## src/rtl/axe_pulse_to_stream_if.sv

```systemverilog
// axe_pulse_to_stream_if: valid/ready beat stream carrying one data word per handshake
interface axe_pulse_to_stream_if #(parameter int DataWidth = 32);
   logic [DataWidth-1:0] oup_data;
   logic                 oup_valid;
   logic                 oup_ready;
   modport master (output oup_data, output oup_valid, input oup_ready);
   modport slave (input oup_data, input oup_valid, output oup_ready);
endinterface

```

## src/rtl/axe_pulse_to_stream.sv

```systemverilog
// axe_pulse_to_stream: buffers nonzero input pulses in a FIFO and emits them as a valid/ready stream,
// with occupancy, overflow, beat counters and largest inter-beat idle gap.
module axe_pulse_to_stream #(
   parameter int DataWidth = 32,
   parameter int Depth     = 8
) (
   input  logic                     clk,
   input  logic                     rst_n,
   input  logic [DataWidth-1:0]     inp,
   input  logic                     flush,
   axe_pulse_to_stream_if.master    oup,
   output logic [$clog2(Depth):0]   level,
   output logic                     overflow,
   output logic [31:0]              beats_in,
   output logic [31:0]              beats_out,
   output logic [31:0]              drops,
   output logic [15:0]              gap_max
);
   localparam int AW = $clog2(Depth);
   localparam int LW = AW + 1;
   logic [DataWidth-1:0] mem [Depth];
   logic [AW-1:0]        wr_ptr, rd_ptr;
   logic [15:0]          idle;
   logic                 seen;
   logic                 beat, full, pop, push, drop;
   assign beat          = |inp;
   assign full          = level == LW'(Depth);
   assign pop           = oup.oup_valid && oup.oup_ready;
   // a full FIFO still takes a beat when the head leaves in the same cycle
   assign push          = beat && !flush && (!full || pop);
   assign drop          = beat && !push;
   assign oup.oup_valid = level != '0;
   assign oup.oup_data  = oup.oup_valid ? mem[rd_ptr] : '0;
   always_ff @(posedge clk or negedge rst_n) begin
      if (!rst_n) begin
         for (int i = 0; i < Depth; i++) mem[i] <= '0;
         wr_ptr    <= '0;
         rd_ptr    <= '0;
         level     <= '0;
         overflow  <= 1'b0;
         beats_in  <= '0;
         beats_out <= '0;
         drops     <= '0;
         gap_max   <= '0;
         idle      <= '0;
         seen      <= 1'b0;
      end else begin
         if (push) mem[wr_ptr] <= inp;
         wr_ptr    <= flush ? '0 : wr_ptr + AW'(push);
         rd_ptr    <= flush ? '0 : rd_ptr + AW'(pop);
         level     <= flush ? '0 : level + LW'(push) - LW'(pop);
         overflow  <= !flush && (overflow || (beat && full && !pop));
         beats_in  <= beats_in + 32'(push);
         beats_out <= beats_out + 32'(pop && !flush);
         drops     <= drops + 32'(drop);
         // the idle run before the very first beat is not a gap between beats
         gap_max   <= (beat && seen && idle > gap_max) ? idle : gap_max;
         idle      <= beat ? '0 : (idle == 16'hFFFF ? idle : idle + 16'd1);
         seen      <= seen || beat;
      end
   end
endmodule

```

## src/flat_wrapper.sv

```systemverilog
// flat-port wrapper written by rule: the top's interface ports become plain ports
module axe_pulse_to_stream_flat 
#(
   parameter int DataWidth = 32,
   parameter int Depth     = 8
)
  (clk, rst_n, inp, flush, level, overflow, beats_in, beats_out, drops, gap_max, oup_oup_data, oup_oup_valid, oup_oup_ready);
  axe_pulse_to_stream_if #(.DataWidth(DataWidth)) oup_i ();
  input  logic clk;
  input  logic rst_n;
  input  logic [DataWidth-1:0] inp;
  input  logic flush;
  output logic [$clog2(Depth):0] level;
  output logic overflow;
  output logic [31:0] beats_in;
  output logic [31:0] beats_out;
  output logic [31:0] drops;
  output logic [15:0] gap_max;
  output wire logic [$bits(oup_i.oup_data)-1:0] oup_oup_data;
  output wire logic [$bits(oup_i.oup_valid)-1:0] oup_oup_valid;
  input wire logic [$bits(oup_i.oup_ready)-1:0] oup_oup_ready;
  assign oup_oup_data = oup_i.oup_data;
  assign oup_oup_valid = oup_i.oup_valid;
  assign oup_i.oup_ready = oup_oup_ready;
  axe_pulse_to_stream #(.DataWidth(DataWidth), .Depth(Depth)) u_core (.clk(clk), .rst_n(rst_n), .inp(inp), .flush(flush), .oup(oup_i), .level(level), .overflow(overflow), .beats_in(beats_in), .beats_out(beats_out), .drops(drops), .gap_max(gap_max));
endmodule
```

## config.mk

```make
export PLATFORM = sky130hd
export DESIGN_NAME = axe_pulse_to_stream_flat
export DESIGN_NICKNAME = d
export VERILOG_FILES = /design/src/rtl/axe_pulse_to_stream_if.sv /design/src/rtl/axe_pulse_to_stream.sv /design/src/flat_wrapper.sv
export SDC_FILE = /design/constraint.sdc
export NUM_CORES = 1
export LEC_CHECK = 0
export CAP_MARGIN = 20
export CORE_UTILIZATION = 62
export DETAILED_ROUTE_END_ITERATION = 12
export PLACE_DENSITY_LB_ADDON = 0.3
export SLEW_MARGIN = 15
export SYNTH_ARGS = -nofsm -noshare
export SYNTH_HDL_FRONTEND = slang
export SYNTH_SLANG_ARGS = --single-unit
```

## constraint.sdc

```tcl
create_clock -name clk -period 4 [get_ports clk]
set_input_delay 1.2 -clock clk [delete_from_list [all_inputs] [get_ports clk]]
set_output_delay 1.2 -clock clk [all_outputs]
set_load 0.005 [all_outputs]
```

==> metrics, run 1 <==
worst setup skew after layout ~8 ps; hold_buf cts 0; combinational family with the most area after synthesis multiplexers; per-cell routed wire length roughly 21 um; met3 wire len 1910 um; remaining global-route overflow 0; number of max-capacitance violations reported 0; actual slew at the worst max-slew pin slightly below 800 ps; RSZ-0062 raised after global routing no; Post-Syn Instances around 1,300; floorplan die height 173 um; maximum fanout along the worst path 54; share of the clock period used by the worst path 0.973; pin count of the biggest net entering global routing 89; floorplan core area between 20,000 and 30,000 um^2; first drt pass iteration count 5; synthesized-area fraction occupied by ao, oa, aoi and oai cells 0.00898; clock tree root buffer cell sky130_fd_sc_hd__clkbuf_16; post-synthesis sequential area ratio 0.547; length of routed met2 wiring 20,800 um; total of buffers placed on input and output ports ~190; data arrival time of the critical path 2690 ps; DIE AREA 29,900 um^2; worst reg-to-reg setup slack approximately 790 ps; die width between 150 and 200 um; Total Routed Length just over 40,000 um; type of element launching the critical path flop; shortest period the worst path allows 3890 ps; worst setup slack after layout 108 ps; flop and latch count out of synthesis approximately 400; average footprint of a synthesized cell ~14 um^2; Post-Place Cells 1,886; number of fill cells 1,695; detail-routed via count per cell ~6; worst skew pair latency around 520 ps; endpoint with the worst hold slack u_core.drops[31]$_DFF_PN0_; final setup vio count 0; count of final hold-check violations 0; share of synthesized cell area in full adder, half adder and majority cells 0.0246; highest metal layer with signal wires met4; maximum resistive drop on vdd 0.000476 V; data required time of the worst path approximately 2800 ps; Power per Cell Area around 580 nW/um^2; distinct cell type count of the synthesized netlist 46; Slew Viols, Final 0; Post-Synthesis Cell Area around 18,000 um^2; YS warnings 0; worst min path class reg -> reg; sort of element at the end of the critical path output port; worst flop-to-flop path endpoint u_core.beats_out[26]$_DFF_PN0_; area delta synth->final 23.7%; combined global-route utilization of all metal layers 0.287; Sink Count about 400; Synth Area in XOR/XNOR 0.0503; DRC violations left 0; startpoint of the lowest-slack register-to-register path u_core.level[2]$_DFF_PN0_; routed vias around 12,000; TritonCTS clock tree yes; proportion of layout cells with a drive suffix above 1 0.267; Synth Net Count 1,368; IO Pins around 190; startpoint-to-endpoint class of the critical path reg -> out; nets@finish 1,618; Setup Slack @ Placement -170 ps; Met1 Wirelength 17,700 um; fraction of registers with async set or reset after synthesis 1.00; number of cells on the worst reg-to-reg path 13; wire length of the first global-routing pass approximately 68,000 um; vias in the first global route between 10,000 and 15,000; Max-Slew Margin vs Limit 0.468; H-tree level count 2; count of flip-flops with a built-in enable after synthesis 0; starting density of the core 0.631; clock-pin slew of the registers on the worst-case setup and hold paths about 60 ps; antenna-violating nets left 0; Iteration-0 DRC Markers around 650; outcome finished, final reports clean; number of buffers created by CTS 40; routability congestion estimate from global placement slightly above 0.8; multiplexer area fraction after synthesis 0.267; leakage power summed over all cells around 10 nW; cell row count 62; origin of the worst min-delay path u_core.drops[31]$_DFF_PN0_; HPWL after detailed placement around 27,000 um; dominant register cell in the synthesized netlist sky130_fd_sc_hd__dfrtp_1; Post-Route Utilization 0.781; maximum achievable frequency 0.257 GHz; Max Root-Sink Buffers 3; hold path depth 1; share of synthesized cell area in and, or, nand and nor gates 0.0795; Final Non-Filler Cells 1,960; initial antenna violation count 1
per-layer routing:
metal  vias to the layer above  track usage
met2                       331        0.480
li1                       5190            -
met4                         0       0.0914
met3                        82       0.0438
met5                         -            0
met1                      6162        0.392
where the power goes:
part	total, W	internal, W	switching, W
sequential	0.00546	0.00488	0.000575
combinational	0.00390	0.00237	0.00153
clock	0.00372	0.00220	0.00152
total	0.0131	0.00945	0.00363
cells in the mapped netlist (all sizes together) (2+ instances only):
cell    count  share of area
buf        38          0.011
a311oi      2         0.0013
and2        8         0.0028
and3       18         0.0062
nor2b      10         0.0035
and4       14         0.0068
inv        30         0.0062
o21ai       2        0.00055
or4         3         0.0012
nand2      39         0.0081
mux2i      34          0.019
mux4       64          0.080
xor2       33          0.016
a21oi       8         0.0022
clkbuf     27         0.0056
a41oi       2        0.00097
nand4b      3         0.0018
ha         34          0.023
nand3      37          0.010
xnor2      71          0.034
mux2      272           0.17
nand4      44          0.015
or3         2        0.00069
nor4       10         0.0035
nor3        4         0.0011
nor2       79          0.016
dfrtp     396           0.55
metrics by stage:
step	TNS, ps	hold WS (ps)	cell area, um^2	power (W)
6_report	0	476	22400	0.0131
5_1_grt	0	493	22400	0.0137
4_1_cts	0	480	22400	0.0132
3_5_place_dp	-3060	462	21100	0.00937
3_3_place_gp	-3880	457	21100	0.00918
2_1_floorplan	0	439	18100	0.00757
kinds of logic after synthesis:
family | count (synthesis)
xor gates and xnor gates | 104
and+or+nand+nor | 276
muxes | 370
adders and majority gates | 35
buffers and inverters | 95
AOI/OAI and AO/OA | 21
DFF | 396
critical path: stages (launching register included):
cell and delay [ps]:
sky130_fd_sc_hd__dfrtp_2 600, sky130_fd_sc_hd__buf_12 340, sky130_fd_sc_hd__mux4_2 270, sky130_fd_sc_hd__mux2i_1 70, sky130_fd_sc_hd__nor2_1 240, sky130_fd_sc_hd__clkdlybuf4s50_1 560
timing repair:
action | in CTS | in global routing
setup endpoints to repair | 12 | 0
setup buffers | 3 | 0
resized for setup | 1 | 0
state kept, by name, indices dropped and copies added (netlist names):
register	flops
u_core.beats_in	32
u_core.beats_out	32
u_core.drops	32
u_core.gap_max	16
u_core.idle	16
u_core.level	4
u_core.mem	256
u_core.overflow	1
u_core.rd_ptr	3
u_core.seen	1
u_core.wr_ptr	3
placed cells by master, fill, tap and decap left out, types with 11 or more instances in the layout:
cell type,instances
sky130_fd_sc_hd__ha_1,34
sky130_fd_sc_hd__buf_4,67
sky130_fd_sc_hd__and3_1,18
sky130_fd_sc_hd__mux2i_1,34
sky130_fd_sc_hd__xor2_1,33
sky130_fd_sc_hd__dfrtp_1,393
sky130_fd_sc_hd__nand4_1,44
sky130_fd_sc_hd__mux2_1,79
sky130_fd_sc_hd__clkdlybuf4s50_1,184
sky130_fd_sc_hd__inv_1,29
sky130_fd_sc_hd__and4_1,14
sky130_fd_sc_hd__xnor2_1,71
sky130_fd_sc_hd__clkbuf_16,41
sky130_fd_sc_hd__buf_12,21
sky130_fd_sc_hd__mux2_2,193
sky130_fd_sc_hd__nor2_1,79
sky130_fd_sc_hd__mux4_2,64
sky130_fd_sc_hd__nand3_1,37
sky130_fd_sc_hd__clkinv_2,11
sky130_fd_sc_hd__nand2_1,39
sky130_fd_sc_hd__clkbuf_8,11
layout make-up:
class                   count  area (um^2)  area share
diodes                      1         2.50    0.000112
clock buffers              57         1200      0.0534
clock inverters            13          115     0.00514
inverters                  30          113     0.00503
multi-input cells         806         7810       0.348
flip-flops and latches    396         9920       0.442
well taps                 384          480      0.0214
repair buffers            273         2780       0.124
worst max path at each step:
stage | start | cells after the start | to | slack [ps]
after floorplan | inp[31] | 15 | u_core.beats_in[26]$_DFF_PN0_ | 440
after global placement | inp[27] | 13 | u_core.drops[19]$_DFF_PN0_ | -150
after detailed placement | inp[26] | 13 | u_core.drops[14]$_DFF_PN0_ | -170
after CTS | u_core.rd_ptr[0]$_DFF_PN0_ | 5 | oup_oup_data[14] | 140
after global routing | u_core.rd_ptr[1]$_DFF_PN0_ | 5 | oup_oup_data[0] | 60
final | u_core.rd_ptr[1]$_DFF_PN0_ | 5 | oup_oup_data[25] | 110
(Power assumes the default switching activity.)
==> inputs of run 2 (changes only) <==
--- a/config.mk
+++ b/config.mk
@@ -9,7 +9,6 @@
 export CORE_UTILIZATION = 62
 export DETAILED_ROUTE_END_ITERATION = 12
 export PLACE_DENSITY_LB_ADDON = 0.3
-export SLEW_MARGIN = 15
 export SYNTH_ARGS = -nofsm -noshare
 export SYNTH_HDL_FRONTEND = slang
 export SYNTH_SLANG_ARGS = --single-unit
==> results of run 2 <==
No change in the layout: final DEF, timing and power equal those of run 1.
